<file path="config.mk">
export PLATFORM = sky130hd
export DESIGN_NAME = ax25_hdlc_tx
export DESIGN_NICKNAME = d
export VERILOG_FILES = /design/src/rtl/ax25_pkg.sv /design/src/rtl/hdlc_fifo.sv /design/src/rtl/ax25_hdlc_tx.sv
export SDC_FILE = /design/constraint.sdc
export NUM_CORES = 1
export LEC_CHECK = 0
export ABC_AREA = 1
export BUFFER_PORTS_ARGS = -buffer_cell sky130_fd_sc_hd__buf_2
export CORE_ASPECT_RATIO = 1.25
export CORE_MARGIN = 4
export CORE_UTILIZATION = 45
export DETAILED_ROUTE_END_ITERATION = 16
export PLACE_DENSITY = 0.63
export SYNTH_ARGS = -nofsm -noshare
export SYNTH_HDL_FRONTEND = slang
export SYNTH_HIERARCHICAL = 1
export SYNTH_SLANG_ARGS = --single-unit
</file>
<file path="constraint.sdc">
create_clock -name clk -period 4.84 [get_ports clk]
set_input_delay 0.484 -clock clk [delete_from_list [all_inputs] [get_ports clk]]
set_output_delay 0.484 -clock clk [all_outputs]
set_load 0.02 [all_outputs]
</file>
<file path="src/rtl/ax25_pkg.sv">
// ax25_pkg: shared constants and types for the AX.25 HDLC transmitter.
//   Register addresses, transmit FSM states, the HDLC flag byte,
//   status-word bit positions and the FIFO entry layout.
package ax25_pkg;

  localparam logic [2:0] A_DATA = 3'd0;
  localparam logic [2:0] A_LAST = 3'd1;
  localparam logic [2:0] A_CTRL = 3'd2;
  localparam logic [2:0] A_STAT = 3'd3;

  localparam logic [7:0] FLAG = 8'h7E;

  localparam int unsigned ST_BUSY  = 7;
  localparam int unsigned ST_OVF   = 6;
  localparam int unsigned ST_UDR   = 5;
  localparam int unsigned ST_LVL_W = 5;

  localparam int unsigned ENT_W = 9;

  typedef enum logic [2:0] {
    IDLE,
    PRE,
    DATA,
    CLOSE,
    ABORT
  } tx_state_t;

  // One FIFO entry: payload byte plus end-of-frame marker
  typedef struct packed {
    logic       last;
    logic [7:0] data;
  } fifo_ent_t;

endpackage

</file>
<file path="src/rtl/hdlc_fifo.sv">
// hdlc_fifo: synchronous show-ahead FIFO with occupancy count.
//   clk, rst     : clock, synchronous active-high reset
//   i_push       : write i_wdata (ignored when full)
//   i_pop        : drop head entry (ignored when empty)
//   i_flush      : empty the FIFO
//   o_head_c     : current head entry (combinational)
//   o_empty_c    : FIFO empty (combinational)
//   o_full_c     : FIFO full (combinational)
//   o_level      : number of stored entries
module hdlc_fifo #(
  parameter int unsigned DEPTH = 16,
  parameter int unsigned WIDTH = 9
) (
  input  logic                   clk,
  input  logic                   rst,
  input  logic                   i_push,
  input  logic [WIDTH-1:0]       i_wdata,
  input  logic                   i_pop,
  input  logic                   i_flush,
  output logic [WIDTH-1:0]       o_head_c,
  output logic                   o_empty_c,
  output logic                   o_full_c,
  output logic [$clog2(DEPTH):0] o_level
);

  localparam int unsigned AW = $clog2(DEPTH);
  localparam int unsigned LW = AW + 1;

  logic [WIDTH-1:0] r_mem [DEPTH];
  logic [AW-1:0]    r_wp;
  logic [AW-1:0]    r_rp;
  logic [LW-1:0]    r_cnt;
  logic             w_wr;
  logic             w_rd;

  assign o_empty_c = (r_cnt == '0);
  assign o_full_c  = (r_cnt == LW'(DEPTH));
  assign w_wr      = i_push & ~o_full_c;
  assign w_rd      = i_pop & ~o_empty_c;
  assign o_head_c  = r_mem[r_rp];
  assign o_level   = r_cnt;

  // Storage array, no reset needed
  always_ff @(posedge clk) begin
    if (w_wr) r_mem[r_wp] <= i_wdata;
  end

  // Pointers and count; simultaneous push and pop both take effect
  always_ff @(posedge clk) begin
    if (rst || i_flush) begin
      r_wp  <= '0;
      r_rp  <= '0;
      r_cnt <= '0;
    end else begin
      if (w_wr) r_wp <= r_wp + AW'(1);
      if (w_rd) r_rp <= r_rp + AW'(1);
      r_cnt <= r_cnt + LW'(w_wr) - LW'(w_rd);
    end
  end

endmodule

</file>
<file path="src/rtl/ax25_hdlc_tx.sv">
// ax25_hdlc_tx: AX.25 HDLC frame transmitter with byte FIFO.
//   clk, rst        : clock, synchronous active-high reset
//   iocs/iowr/iord  : chip select, write and read strobes
//   ioaddr, din     : register address, write data
//   dout            : registered read data (status at address 3)
//   bitce           : one-clk enable per serial bit
//   txd, txen       : serial line data, transmitter keyed
// Build option: define NRZI_EN to NRZI-code txd (0 toggles, 1 holds).
module ax25_hdlc_tx
  import ax25_pkg::*;
#(
  parameter int unsigned FIFO_DEPTH = 16,
  parameter int unsigned PRE_DEF    = 4
) (
  input  logic        clk,
  input  logic        rst,
  input  logic        iocs,
  input  logic [2:0]  ioaddr,
  input  logic [15:0] din,
  input  logic        iowr,
  input  logic        iord,
  output logic [15:0] dout,
  input  logic        bitce,
  output logic        txd,
  output logic        txen
);

  localparam int unsigned LW = $clog2(FIFO_DEPTH) + 1;

  tx_state_t r_state, w_state_nxt;
  logic [7:0] r_sh, w_sh_nxt;
  logic [3:0] r_bcnt, w_bcnt_nxt;
  logic [3:0] r_pcnt, w_pcnt_nxt;
  logic [2:0] r_ones, w_ones_nxt;
  logic       r_last, w_last_nxt;
  logic       r_txd, r_txen;
  logic [15:0] r_dout;
  logic       r_ovf, r_udr, r_start_pend;
  logic [3:0] r_pre;

  logic       w_bit, w_txen_nxt, w_pop, w_flush, w_udr_set, w_go, w_bnd;
  logic [2:0] w_ones_add;
  logic       w_push, w_ctrl, w_rd_stat, w_busy;
  fifo_ent_t  w_wr_ent, w_head;
  logic [ENT_W-1:0] w_head_raw;
  logic       w_empty_c, w_full_c;
  logic [LW-1:0] w_level;
  logic [15:0] w_status;
  logic       w_unused;

  assign w_push    = iocs & iowr & ((ioaddr == A_DATA) | (ioaddr == A_LAST));
  assign w_ctrl    = iocs & iowr & (ioaddr == A_CTRL);
  assign w_rd_stat = iocs & iord & (ioaddr == A_STAT);
  assign w_wr_ent  = '{last: (ioaddr == A_LAST), data: din[7:0]};
  assign w_head    = fifo_ent_t'(w_head_raw);
  assign w_busy    = (r_state != IDLE);
  assign w_unused  = ^{din[15:8], din[3:2]};

  always_comb begin
    w_status = '0;
    w_status[ST_BUSY] = w_busy;
    w_status[ST_OVF]  = r_ovf;
    w_status[ST_UDR]  = r_udr;
    w_status[ST_LVL_W-1:0] = ST_LVL_W'(w_level);
  end

  hdlc_fifo #(
    .DEPTH (FIFO_DEPTH),
    .WIDTH (ENT_W)
  ) u_fifo (
    .clk       (clk),
    .rst       (rst),
    .i_push    (w_push),
    .i_wdata   (w_wr_ent),
    .i_pop     (w_pop),
    .i_flush   (w_flush),
    .o_head_c  (w_head_raw),
    .o_empty_c (w_empty_c),
    .o_full_c  (w_full_c),
    .o_level   (w_level)
  );

  // Next-state and bit selection; only evaluated on bit-enable clks
  always_comb begin
    w_state_nxt = r_state;
    w_sh_nxt    = r_sh;
    w_bcnt_nxt  = r_bcnt;
    w_pcnt_nxt  = r_pcnt;
    w_ones_nxt  = r_ones;
    w_last_nxt  = r_last;
    w_bit       = 1'b1;
    w_txen_nxt  = r_txen;
    w_pop       = 1'b0;
    w_flush     = 1'b0;
    w_udr_set   = 1'b0;
    w_go        = 1'b0;
    w_bnd       = 1'b0;
    w_ones_add  = '0;
    if (bitce) begin
      unique case (r_state)
        IDLE: begin
          w_txen_nxt = 1'b0;
          if (r_start_pend && !w_empty_c) begin
            w_go        = 1'b1;
            w_state_nxt = PRE;
            w_sh_nxt    = FLAG;
            w_bcnt_nxt  = '0;
            w_pcnt_nxt  = r_pre;
            w_ones_nxt  = '0;
          end
        end
        PRE: begin
          // Rotate so the flag reloads itself for the next opening flag
          w_txen_nxt = 1'b1;
          w_bit      = r_sh[0];
          w_sh_nxt   = {r_sh[0], r_sh[7:1]};
          w_bcnt_nxt = r_bcnt + 4'd1;
          if (r_bcnt == 4'd7) begin
            w_bcnt_nxt = '0;
            if (r_pcnt > 4'd1) w_pcnt_nxt = r_pcnt - 4'd1;
            else               w_bnd      = 1'b1;
          end
        end
        DATA: begin
          w_txen_nxt = 1'b1;
          if (r_ones == 3'd5) begin
            // Stuffed zero; a byte whose tail made the fifth one ends here
            w_bit      = 1'b0;
            w_ones_nxt = '0;
            if (r_bcnt == 4'd8) w_bnd = 1'b1;
          end else begin
            w_bit      = r_sh[0];
            w_sh_nxt   = {1'b0, r_sh[7:1]};
            w_ones_add = r_sh[0] ? (r_ones + 3'd1) : 3'd0;
            w_ones_nxt = w_ones_add;
            if (r_bcnt == 4'd7 && w_ones_add != 3'd5) w_bnd = 1'b1;
            else                                      w_bcnt_nxt = r_bcnt + 4'd1;
          end
        end
        CLOSE: begin
          w_txen_nxt = 1'b1;
          w_bit      = r_sh[0];
          w_sh_nxt   = {r_sh[0], r_sh[7:1]};
          w_bcnt_nxt = r_bcnt + 4'd1;
          if (r_bcnt == 4'd7) begin
            w_state_nxt = IDLE;
            w_bcnt_nxt  = '0;
            w_ones_nxt  = '0;
          end
        end
        ABORT: begin
          w_txen_nxt = 1'b1;
          w_bit      = 1'b1;
          w_bcnt_nxt = r_bcnt + 4'd1;
          if (r_bcnt == 4'd7) begin
            w_state_nxt = IDLE;
            w_bcnt_nxt  = '0;
            w_ones_nxt  = '0;
            w_flush     = 1'b1;
          end
        end
        default: w_state_nxt = IDLE;
      endcase

      // Byte boundary: close, fetch next byte (ones count carries), or underrun
      if (w_bnd) begin
        w_bcnt_nxt = '0;
        if (r_state == DATA && r_last) begin
          w_state_nxt = CLOSE;
          w_sh_nxt    = FLAG;
          w_ones_nxt  = '0;
        end else if (!w_empty_c) begin
          w_pop       = 1'b1;
          w_sh_nxt    = w_head.data;
          w_last_nxt  = w_head.last;
          w_state_nxt = DATA;
        end else begin
          w_udr_set   = 1'b1;
          w_state_nxt = ABORT;
        end
      end
    end
  end

  // FSM state and serial datapath registers
  always_ff @(posedge clk) begin
    if (rst) begin
      r_state <= IDLE;
      r_sh    <= '0;
      r_bcnt  <= '0;
      r_pcnt  <= '0;
      r_ones  <= '0;
      r_last  <= 1'b0;
      r_txd   <= 1'b1;
      r_txen  <= 1'b0;
    end else if (bitce) begin
      r_state <= w_state_nxt;
      r_sh    <= w_sh_nxt;
      r_bcnt  <= w_bcnt_nxt;
      r_pcnt  <= w_pcnt_nxt;
      r_ones  <= w_ones_nxt;
      r_last  <= w_last_nxt;
      r_txen  <= w_txen_nxt;
`ifdef NRZI_EN
      // r_txd doubles as the NRZI line level; idle returns it to 1
      if (!w_txen_nxt)  r_txd <= 1'b1;
      else if (!w_bit)  r_txd <= ~r_txd;
`else
      r_txd <= w_bit;
`endif
    end
  end

  // Register interface: read data, sticky status, start request, preamble count
  always_ff @(posedge clk) begin
    if (rst) begin
      r_dout       <= '0;
      r_ovf        <= 1'b0;
      r_udr        <= 1'b0;
      r_start_pend <= 1'b0;
      r_pre        <= 4'(PRE_DEF);
    end else begin
      r_dout <= w_rd_stat ? w_status : '0;
      if (w_ctrl && din[1]) begin
        r_ovf <= 1'b0;
        r_udr <= 1'b0;
      end
      if (w_push && w_full_c) r_ovf <= 1'b1;
      if (w_udr_set)          r_udr <= 1'b1;
      if (w_ctrl) r_pre <= (din[7:4] != 4'd0) ? din[7:4] : 4'(PRE_DEF);
      if (w_go)                                r_start_pend <= 1'b0;
      else if (w_ctrl && din[0] && !w_busy)    r_start_pend <= 1'b1;
    end
  end

  assign dout = r_dout;
  assign txd  = r_txd;
  assign txen = r_txen;

endmodule

</file>
== Yosys cells after proc, flatten, opt, wreduce, memory -nomap -nowiden ==
Memory sizes are Yosys's and may differ from the RTL's. A register that Yosys moved wholly into a read port is not among the register bits.
Index checks and enable logic that the tools add are counted.
Storage, ports and cells
  register bits after elaboration: 61
  RAM bits: 144
  input bits: 25
  output and inout bits: 18
  logic and storage cells: 151
  memories kept: 1
Cells by class
  add/subtract/negate cells: 7
  $lt $le $gt $ge: 1
  equality and inequality tests: 20
  muxes and demuxes: 61
  bitwise logic cells: 12
  reduce and logical (&&, ||, !) cells: 32
Memories
  u_fifo.r_mem: words 16, bits a word 9, rd ports 1, clocked after Yosys merged registers in 1, wr ports 1, line hdlc_fifo.sv:29  | logic [WIDTH-1:0] r_mem [DEPTH];
Operator list (number)
  4-bit two-way mux: 11
  8-bit two-way mux: 5
  3-bit two-way mux: 11
  1-bit two-way mux: 26
  8-bit one-hot mux with 3 select lines: 1
  3-bit one-hot mux with 3 select lines: 2
  4-bit by 1-bit adder with 4-bit output, second input constant: 3
  3-bit by 2-bit == test with 1-bit output, second input constant: 4
  4-bit one-hot mux with 3 select lines: 1
  5-bit AND reduction: 2
  2-bit OR reduction: 5
  4-bit one-hot mux with 2 select lines: 1
  4-bit AND reduction: 2
  2-bit nonzero test: 4
  4-bit nonzero test: 2
  1-bit AND: 7
  1-bit logical AND: 7
  3-bit by 1-bit == test with 1-bit output, second input constant: 2
  3-bit == test, second input constant: 2
  3-bit logical NOT: 2
  2-bit inequality test, second input constant: 3
  3-bit by 2-bit inequality test with 1-bit output, second input constant: 2
  3-bit inequality test, second input constant: 2
  1-bit one-hot mux with 2 select lines: 3
  19 further kinds: 23

== Depth between registers and ports, before layout ==
Gate-level depths: netlist (run 1).
  word-level depth: 13
  gate-level depth with buffers: 23
  gate-level depth less buffers: 23

== Hierarchy ==
The synthesis (run 1) kept the hierarchy.
By module, submodules not included
  hdlc_fifo: times used 1, cells each 716, area each 7153.1 sq um, seq. area each 4664.5 sq um
  ax25_hdlc_tx: times used 1, cells each 350, area each 2306.0 sq um, seq. area each 800.8 sq um

== Least setup slack after synthesis (run 1) ==
Ideal clock, no wire load.
  path type: register -> register
  from: register u_fifo.r_cnt[2] (netlist: u_fifo/o_level[2])
  to: register u_fifo.r_cnt[4] (netlist: u_fifo/o_level[4])
  setup time: 0.115 ns
  data arrival time: 2.664 ns
  required time: 4.725 ns
  slack: 2.061 ns
  cell stages (with the launch flop): 21
  buffers on the path: 0
  clock period less this slack: 2.779 ns
  cells stage by stage: dfxtp_1 -> inv_1 -> ha_1 -> nand4_1 -> inv_1 -> inv_1 -> nand2_1 -> inv_1 -> nand3_1 -> inv_1 -> nand2_1 -> inv_1 -> ha_1 -> inv_1 -> ha_1 -> inv_1 -> fa_1 -> inv_1 -> nand3_1 -> a21oi_1 -> nor2_1
Between the ends
  longest elaborated chain between the ends: 7
  elaborated cells on any way between the ends: 12
  those cells by class: add/sub: 2; eq/ne: 1; mux: 4; bitwise: 4; reduce/logical: 1
RTL lines
  start: declaration: line hdlc_fifo.sv:32  | logic [LW-1:0] r_cnt;
  start signal: assignment: line hdlc_fifo.sv:57  | r_cnt <= r_cnt + LW'(w_wr) - LW'(w_rd);
  5-bit logical NOT: line hdlc_fifo.sv:36  | assign o_empty_c = (r_cnt == '0);
  net w_empty_c: line ax25_hdlc_tx.sv:46  | logic w_empty_c, w_full_c;
  1-bit two-way mux: line ax25_hdlc_tx.sv:172  | end else if (!w_empty_c) begin
  1-bit two-way mux: line ax25_hdlc_tx.sv:168  | if (r_state == DATA && r_last) begin
  1-bit two-way mux: line ax25_hdlc_tx.sv:166  | if (w_bnd) begin
  1-bit two-way mux: line ax25_hdlc_tx.sv:99  | if (bitce) begin
  net w_pop: line ax25_hdlc_tx.sv:41  | logic w_bit, w_txen_nxt, w_pop, w_flush, w_udr_set, w_go, w_bnd;
  1-bit AND: line hdlc_fifo.sv:39  | assign w_rd = i_pop & ~o_empty_c;
  5-bit by 1-bit subtractor with 5-bit output: line hdlc_fifo.sv:57
The timed path passes the listed nets, and every way through them passes these cells.
A chain may end at the register's enable or synchronous reset.

== Final worst setup path (run 1) ==
  from: register r_state[2]
  to: register u_fifo.r_cnt[4] (netlist: u_fifo/o_level[4])
Between the ends
  longest elaborated chain between the ends: 7
  elaborated cells on any way between the ends: 14
  those cells by class: add/sub: 1; eq/ne: 3; mux: 7; bitwise: 1; reduce/logical: 2
RTL lines
  start: declaration: line ax25_hdlc_tx.sv:30  | tx_state_t r_state, w_state_nxt;
  start signal: assignment: line ax25_hdlc_tx.sv:197  | r_state <= w_state_nxt;
  3-bit by 2-bit == test with 1-bit output or 3-bit by 1-bit == test with 1-bit output (tied branches): line ax25_hdlc_tx.sv:100, ax25_hdlc_tx.sv:168
  1-bit one-hot mux with 2 select lines or 1-bit logical AND (tied branches): line ax25_hdlc_tx.sv:100, ax25_hdlc_tx.sv:168
  1-bit two-way mux (on tied branches): line ax25_hdlc_tx.sv:99, ax25_hdlc_tx.sv:168
  1-bit two-way mux (*): line ax25_hdlc_tx.sv:166
  1-bit two-way mux (*): line ax25_hdlc_tx.sv:99
  net w_pop: line ax25_hdlc_tx.sv:41
  1-bit AND (*): line hdlc_fifo.sv:39
  5-bit by 1-bit subtractor with 5-bit output (*): line hdlc_fifo.sv:57
Mark *: on every way through the listed nets, which the timed path passes. The rest lies on a longest branch. The select of a mux whose other input is x is not followed.

==> results of run 1 <==
## kinds of logic after synthesis
kind of cell               after synthesis  synth area share (%)
and+or+nand+nor                        534                  23.9
buffers and inverters                  229                  10.8
DFF                                    201                  57.8
AOI/OAI and AO/OA                       77                  4.39
adders and majority gates               18                  2.46
xor gates and xnor gates                 6                 0.556
other                                    1                0.0396
## metrics by stage
stage                     worst slack, ns  area (um^2)  std cells  total power [W]
after global routing                 1.20        10300       1371          0.00356
after global placement               1.59         9670       1334          0.00198
after floorplan                      2.06         9490       1073          0.00195
final                                1.54        10300       1371          0.00343
after detailed placement             1.56         9670       1334          0.00198
after CTS                            1.54        10300       1371          0.00347
## per-layer routing
layer,vias up,GRT usage (%),part of all wire (%)
met3,38,2.25,5.3
met4,0,5.82,2.9
li1,3429,-,-
met2,170,30.5,49
met5,-,0,0
met1,3135,23.5,43
## registers in the layout (all words and copies together) (netlist names), 5 cells and up, named ones only
register and flops:
dout 8, r_sh 8, u_fifo/o_level 5, u_fifo/r_mem 144
## layout make-up
cell class	count	area [um^2]	share of cell area [%]
flip-flops and latches	201	5470	53.0
multi-input cells	643	3000	29.1
inverters	187	712	6.91
clock buffers	25	571	5.53
well taps	274	343	3.33
repair buffers	29	153	1.48
clock inverters	12	70.1	0.680
## worst max-delay path, stage by stage, from the launching register on
cell and delay, ns:
dfxtp_1 0.38, inv_2 0.22, nand3_2 0.17, inv_2 0.14
nand2_1 0.08, nand2_1 0.08, nand2_2 0.09, nand2_4 0.18
nand3_1 0.15, inv_1 0.16, nand2_1 0.12, inv_1 0.12
ha_1 0.23, inv_1 0.05, ha_1 0.16, inv_1 0.06
fa_1 0.40, inv_1 0.08, nand3_1 0.10, a21oi_1 0.16
nor2_1 0.06
## cells in the final DEF (no fill, tap or decap), drive strengths merged
master,n
ha,17
fa,1
inv,186
o31ai,5
clkinv,10
nor3,9
xor2,4
a21oi,39
edfxtp,144
nand3,139
o211ai,1
xnor2,2
dfxtp,57
clkinvlp,3
nand2,301
a221oi,1
nand4,6
or2,1
buf,29
clkbuf,25
conb,8
o21ai,31
nor2,78
## final timing paths
path	cells after the start	end	from	slack, ns
setup / recovery	20	u_fifo/o_level[4]	r_state[2]	1.54
hold reg to reg	2	dout[6]	r_ovf	0.44
hold / removal	4	r_ovf	ioaddr[1]	0.36
setup reg to reg	20	u_fifo/o_level[4]	r_state[2]	1.54
## where the power goes
group	total, W	internal, W	leakage [nW]	switching, W
sequential	0.00185	0.00185	1.76	0.00000471
combinational	0.0000939	0.0000225	2.31	0.0000714
clock	0.00149	0.000843	0.315	0.000645
==> results.txt, run 1 <==
CP Max Fanout -> 15
Ports -> 43
Core area -> 20700 um^2
Initial Util -> 45.6%
Worst skew pair latency -> 0.49 ns
Run status -> finished clean
All-Layer GR Usage -> 17.8%
Fill count -> 1950
RSZ-0062 raised after global routing -> false
Yosys warns -> 6
Rows -> 59
Required @ worst endpoint -> 5.21 ns
Routed vias -> 6772
GPL Wtd Cong -> 0.796
Layout Skew -> 0.0148 ns
Port Buf Inserts -> 26
Ys async rst share -> 0%
Cell variety after synth -> 35
Max VDD drop -> 0.282 mV
Max-cap violations -> 0
Post-cts repair resize count -> 0
Setup TNS -> 0 ns
DRC violations left -> 0
Vias in the first global route -> 6385
Final setup vio count -> 0
Vert. Die Dim -> 170 um
Final Hold Fails -> 0
Total gr overflow -> 0
Power per Cell Area -> 333 nW/um^2
Routed WL per cell -> 15.0 um
Critical path type -> flip-flop to flip-flop
Hold WS -> 0.362 ns
WP data arrival -> 3.67 ns
Mapped Area -> 9460 um^2
# diodes -> 0
Layout cells sized above 1 -> 8.75%
Clock buffer count from CTS -> 21
CTS Sinks -> 201
Synth top area cells -> edfxtp_1 46%, dfxtp_1 12%, nand2_1 12%
H-tree depth -> 1
Die Area -> 23400 um^2
Post-synthesis average cell area -> 8.87 um^2
Sequential share of the synthesized area -> 57.8%
Drt initial violations -> 563
Seq cells post-synth -> 201
Synthesis-to-finish area growth -> 8.99%
Number of synthesized flops with an enable pin -> 144
Chip width -> 138 um
Largest net degree at the start of global routing -> 73
Root buf cell -> clkbuf_16
Post-CTS Repair Setup Buffers -> 0
TritonRoute pass-1 iters -> 4
Post-synth top area cell -> edfxtp_1
Remaining antenna violation count -> 0
List of most frequent post-synthesis cells -> 294 x nand2_1, 172 x inv_1, 144 x edfxtp_1, 138 x nand3_1, 74 x nor2_1
Most frequent cell after synthesis -> nand2_1
Post-cts hold buffer count -> 0
Hpwl dp -> 13100 um
Post-layout util -> 49.7%
Worst-path clk slew -> 0.06 ns
Fmax -> 303 MHz
First-pass GRT wire length -> 33000 um
Slew Limit Fails -> 0
CTS tree -> done
Leak pwr -> 4.38 nW
Synth Instances -> 1066
Clock buffer depth -> 3
Final worst-path cycle share -> 68.1%
Routed WL -> 20500 um
Initial antenna violation count -> 0
Post-route minimum period -> 3.30 ns
Nets -> 1126
Crit start category -> flip-flop
Post-DR vias/cell -> 4.94
Slew @ Worst Pin -> 1.25 ns
Crit. End Element -> flip-flop
HP Class -> input pin to flip-flop
Worst slew margin -> 16.6%
Share of the synthesized area in the top cell type -> 45.7%
Predominant post-synthesis flop cell -> edfxtp_1
Power figures use the tool's default switching activity.
==> run 2, diff against run 1 <==
Clock period 4.84 ns to 3.06 ns, I/O delays scaled along.
==> run 2 against run 1 <==
  * Hold slack got worse by 0.19 ns
  * Clock skew decreased by 0.0056 ns
  * Register-to-register slack got worse by 1.3 ns
  * Power increased by 60%
  * Non-clock buffer count increased by 31
  * Wire length increased by 0.87%
  * Sequential power increased by 58%
  * Worst setup slack got worse by 1.3 ns
==> results.txt, run 2 (synthesis gave the netlist of run 1 again) <==
Run status -> finished clean
DRC violations left -> 0 (unchanged)
Vert. Die Dim -> 170 um (unchanged)
Final setup vio count -> 0 (unchanged)
All-Layer GR Usage -> 18.2% (+0.40 points)
Worst Reg2Reg Path Length in Cells -> 24 (+20%)
Worst slew margin -> 23.3% (+6.6 points)
Placed Area -> 9910 um^2 (+2.5%)
Final Hold Fails -> 0 (unchanged)
Max reg flops -> 144 (unchanged)
Critical path type -> flip-flop to flip-flop
# diodes -> 0 (unchanged)
R2R Path End -> u_fifo/o_level[4]
Max-cap violations -> 0 (unchanged)
Post-cts hold buffer count -> 0 (unchanged)
CP most frequent cell -> nand2_1
Total gr overflow -> 0 (unchanged)
Drt initial violations -> 409 (-27%)
Max VDD drop -> 0.429 mV (+52%)
Die Area -> 23400 um^2 (unchanged)
Flop-to-flop setup slack -> 0.27 ns (-1.28 ns)
Setup TNS -> 0 ns (unchanged)
First-pass GRT wire length -> 33800 um (+2.4%)
Multi-input combinational cell area -> 3010 um^2 (+0.50%)
Rows -> 59 (unchanged)
Worst skew pair latency -> 0.50 ns (about the same)
Chip width -> 138 um (unchanged)
Slew @ Worst Pin -> 1.15 ns (-0.0989 ns)
Crit-path leading delay family -> adder cells
Most flops, register -> u_fifo/r_mem
Power per Cell Area -> 520 nW/um^2 (+56%)
Initial antenna violation count -> 0 (unchanged)
Vias in the first global route -> 6680 (+4.6%)
Buf/Inv on CP -> 7 (unchanged)
Hold_sp -> bitce
Reg2Reg Launch Point -> r_ones[1]
Ports -> 43 (unchanged)
Routed WL -> 20700 um (+0.87%)
Fill count -> 1913 (-1.9%)
Nets -> 1157 (+2.8%)
Slew Limit Fails -> 0 (unchanged)
Crit. End Element -> flip-flop
Clock buffer depth -> 3 (unchanged)
Worst Hold End -> r_last
Core area -> 20700 um^2 (unchanged)
Layout Skew -> 0.00923 ns (-0.00557 ns)
HP Class -> input pin to flip-flop
Hpwl dp -> 13400 um (+2.0%)
Cells along the critical path -> buf_4 -> ha_1 -> inv_1 -> nand2_1 -> nand2_1 -> nand2_1 -> nand2_1 -> nand2_1 -> nand2_2 -> nand2_4 -> nand3_2 -> inv_1 -> nand2_2 -> inv_2 -> ha_1 -> inv_1 -> ha_2 -> inv_1 -> fa_2 -> inv_1 -> nand3_1 -> nand3_1 -> nand2_1 -> nor2_1
Root buf cell -> clkbuf_16
WP data arrival -> 3.23 ns (-0.44 ns)
Post-route minimum period -> 2.79 ns (-0.504 ns)
Routed WL per cell -> 14.8 um (-1.4%)
CTS tree -> done
Required @ worst endpoint -> 3.50 ns (-1.71 ns)
Largest net degree at the start of global routing -> 73 (unchanged)
Synthesis-to-finish area growth -> 11.9%
Final worst-path cycle share -> 91.3% (+23 points)
Crit path largest cell delay -> 0.35 ns (-0.05 ns)
Design Area, Final -> 10600 um^2 (+2.7%)
TritonRoute pass-1 iters -> 7 (+3)
CP Max Fanout -> 4 (-11)
Slowest CP cell -> fa_2
Crit start category -> flip-flop
Inst Count DP -> 1364 (+2.2%)
Leak pwr -> 4.55 nW (+3.9%)
Post-route insts no fill -> 1402 (+2.3%)
Initial Util -> 45.6% (unchanged)
Hold path depth -> 4 (unchanged)
Remaining antenna violation count -> 0 (unchanged)
CTS Sinks -> 201 (unchanged)
Routed vias -> 6914 (+2.1%)
Worst-path clk slew -> 0.06 ns (about the same)
Clock buffer count from CTS -> 21 (unchanged)
Leading cell type in the layout, fill and taps excluded -> nand2_1
Port Buf Inserts -> 26 (unchanged)
H-tree depth -> 1 (unchanged)
GPL Wtd Cong -> 0.859 (+7.9%)
Most frequent cells in the layout -> 293 x nand2_1, 170 x inv_1, 144 x edfxtp_1
Post-DR vias/cell -> 4.93 (-0.16%)
Fmax -> 358 MHz (+18%)
Register area -> 5470 um^2 (about the same)
Hold WS -> 0.173 ns (-0.189 ns)
Layout cells sized above 1 -> 12.0% (+3.2 points)
-- run 2: what timing repair did --
| action | 4_1_cts | 5_1_grt |
|---|---|---|
| buffers inserted | 0 | 1 |
| hold endpoints to repair | 0 | 0 |
| resized for setup | 0 | 11 |
| setup endpoints to repair | 0 | 2 |
-- run 2: worst max-delay path by stage --
stage / from / slack [ns] / cells after the start / to
floorplan: u_fifo/o_level[2] / 0.28 / 20 / u_fifo/o_level[4]
global placement: r_pcnt[0] / 0.12 / 19 / u_fifo/o_level[4]
detailed placement: r_pcnt[0] / 0.07 / 19 / u_fifo/o_level[4]
CTS: r_pcnt[0] / 0.06 / 19 / u_fifo/o_level[4]
global route: r_ones[1] / -0.004 / 23 / u_fifo/o_level[4]
finish: r_ones[1] / 0.27 / 24 / u_fifo/o_level[4]
-- run 2: report_power, final --
part | total [W] | leakage [nW] | internal, W | switching [W]
logic | 0.000161 | 2.46 | 0.0000431 | 0.000118
clock network | 0.00241 | 0.327 | 0.00139 | 0.00103
registers | 0.00293 | 1.76 | 0.00292 | 0.00000755
total | 0.00550 | 4.55 | 0.00435 | 0.00115
-- run 2: per-layer routing --
metal,track usage (%),share of wire (%),vias to the layer above
met5,0,0,-
met4,5.90,2.3,0
met3,2.66,4.9,35
met2,32.7,51,169
met1,22.4,42,3215
li1,-,-,3495
-- run 2: cell type report --
type	instances	area share, %
Multi-Input combinational cell	643	28.4
Sequential cell	201	51.7
Tap cell	274	3.24
Clock inverter	10	0.532
Clock buffer	27	5.66
Inverter	187	6.72
Timing Repair Buffer	60	3.76
-- run 2: tightest hold or removal path, stage by stage --
cell	delay, ns
buf_2	0.10
nand3_2	0.09
nand2_1	0.07
a21oi_1	0.05
-- run 2: metrics by stage --
step	util [%]	power, W	setup slack (ns)
after CTS	50.9	0.00557	0.0614
after global routing	51.0	0.00572	-0.00359
after floorplan	-	0.00308	0.281
after global placement	47.8	0.00315	0.121
final	51.0	0.00550	0.267
after detailed placement	47.8	0.00315	0.0712
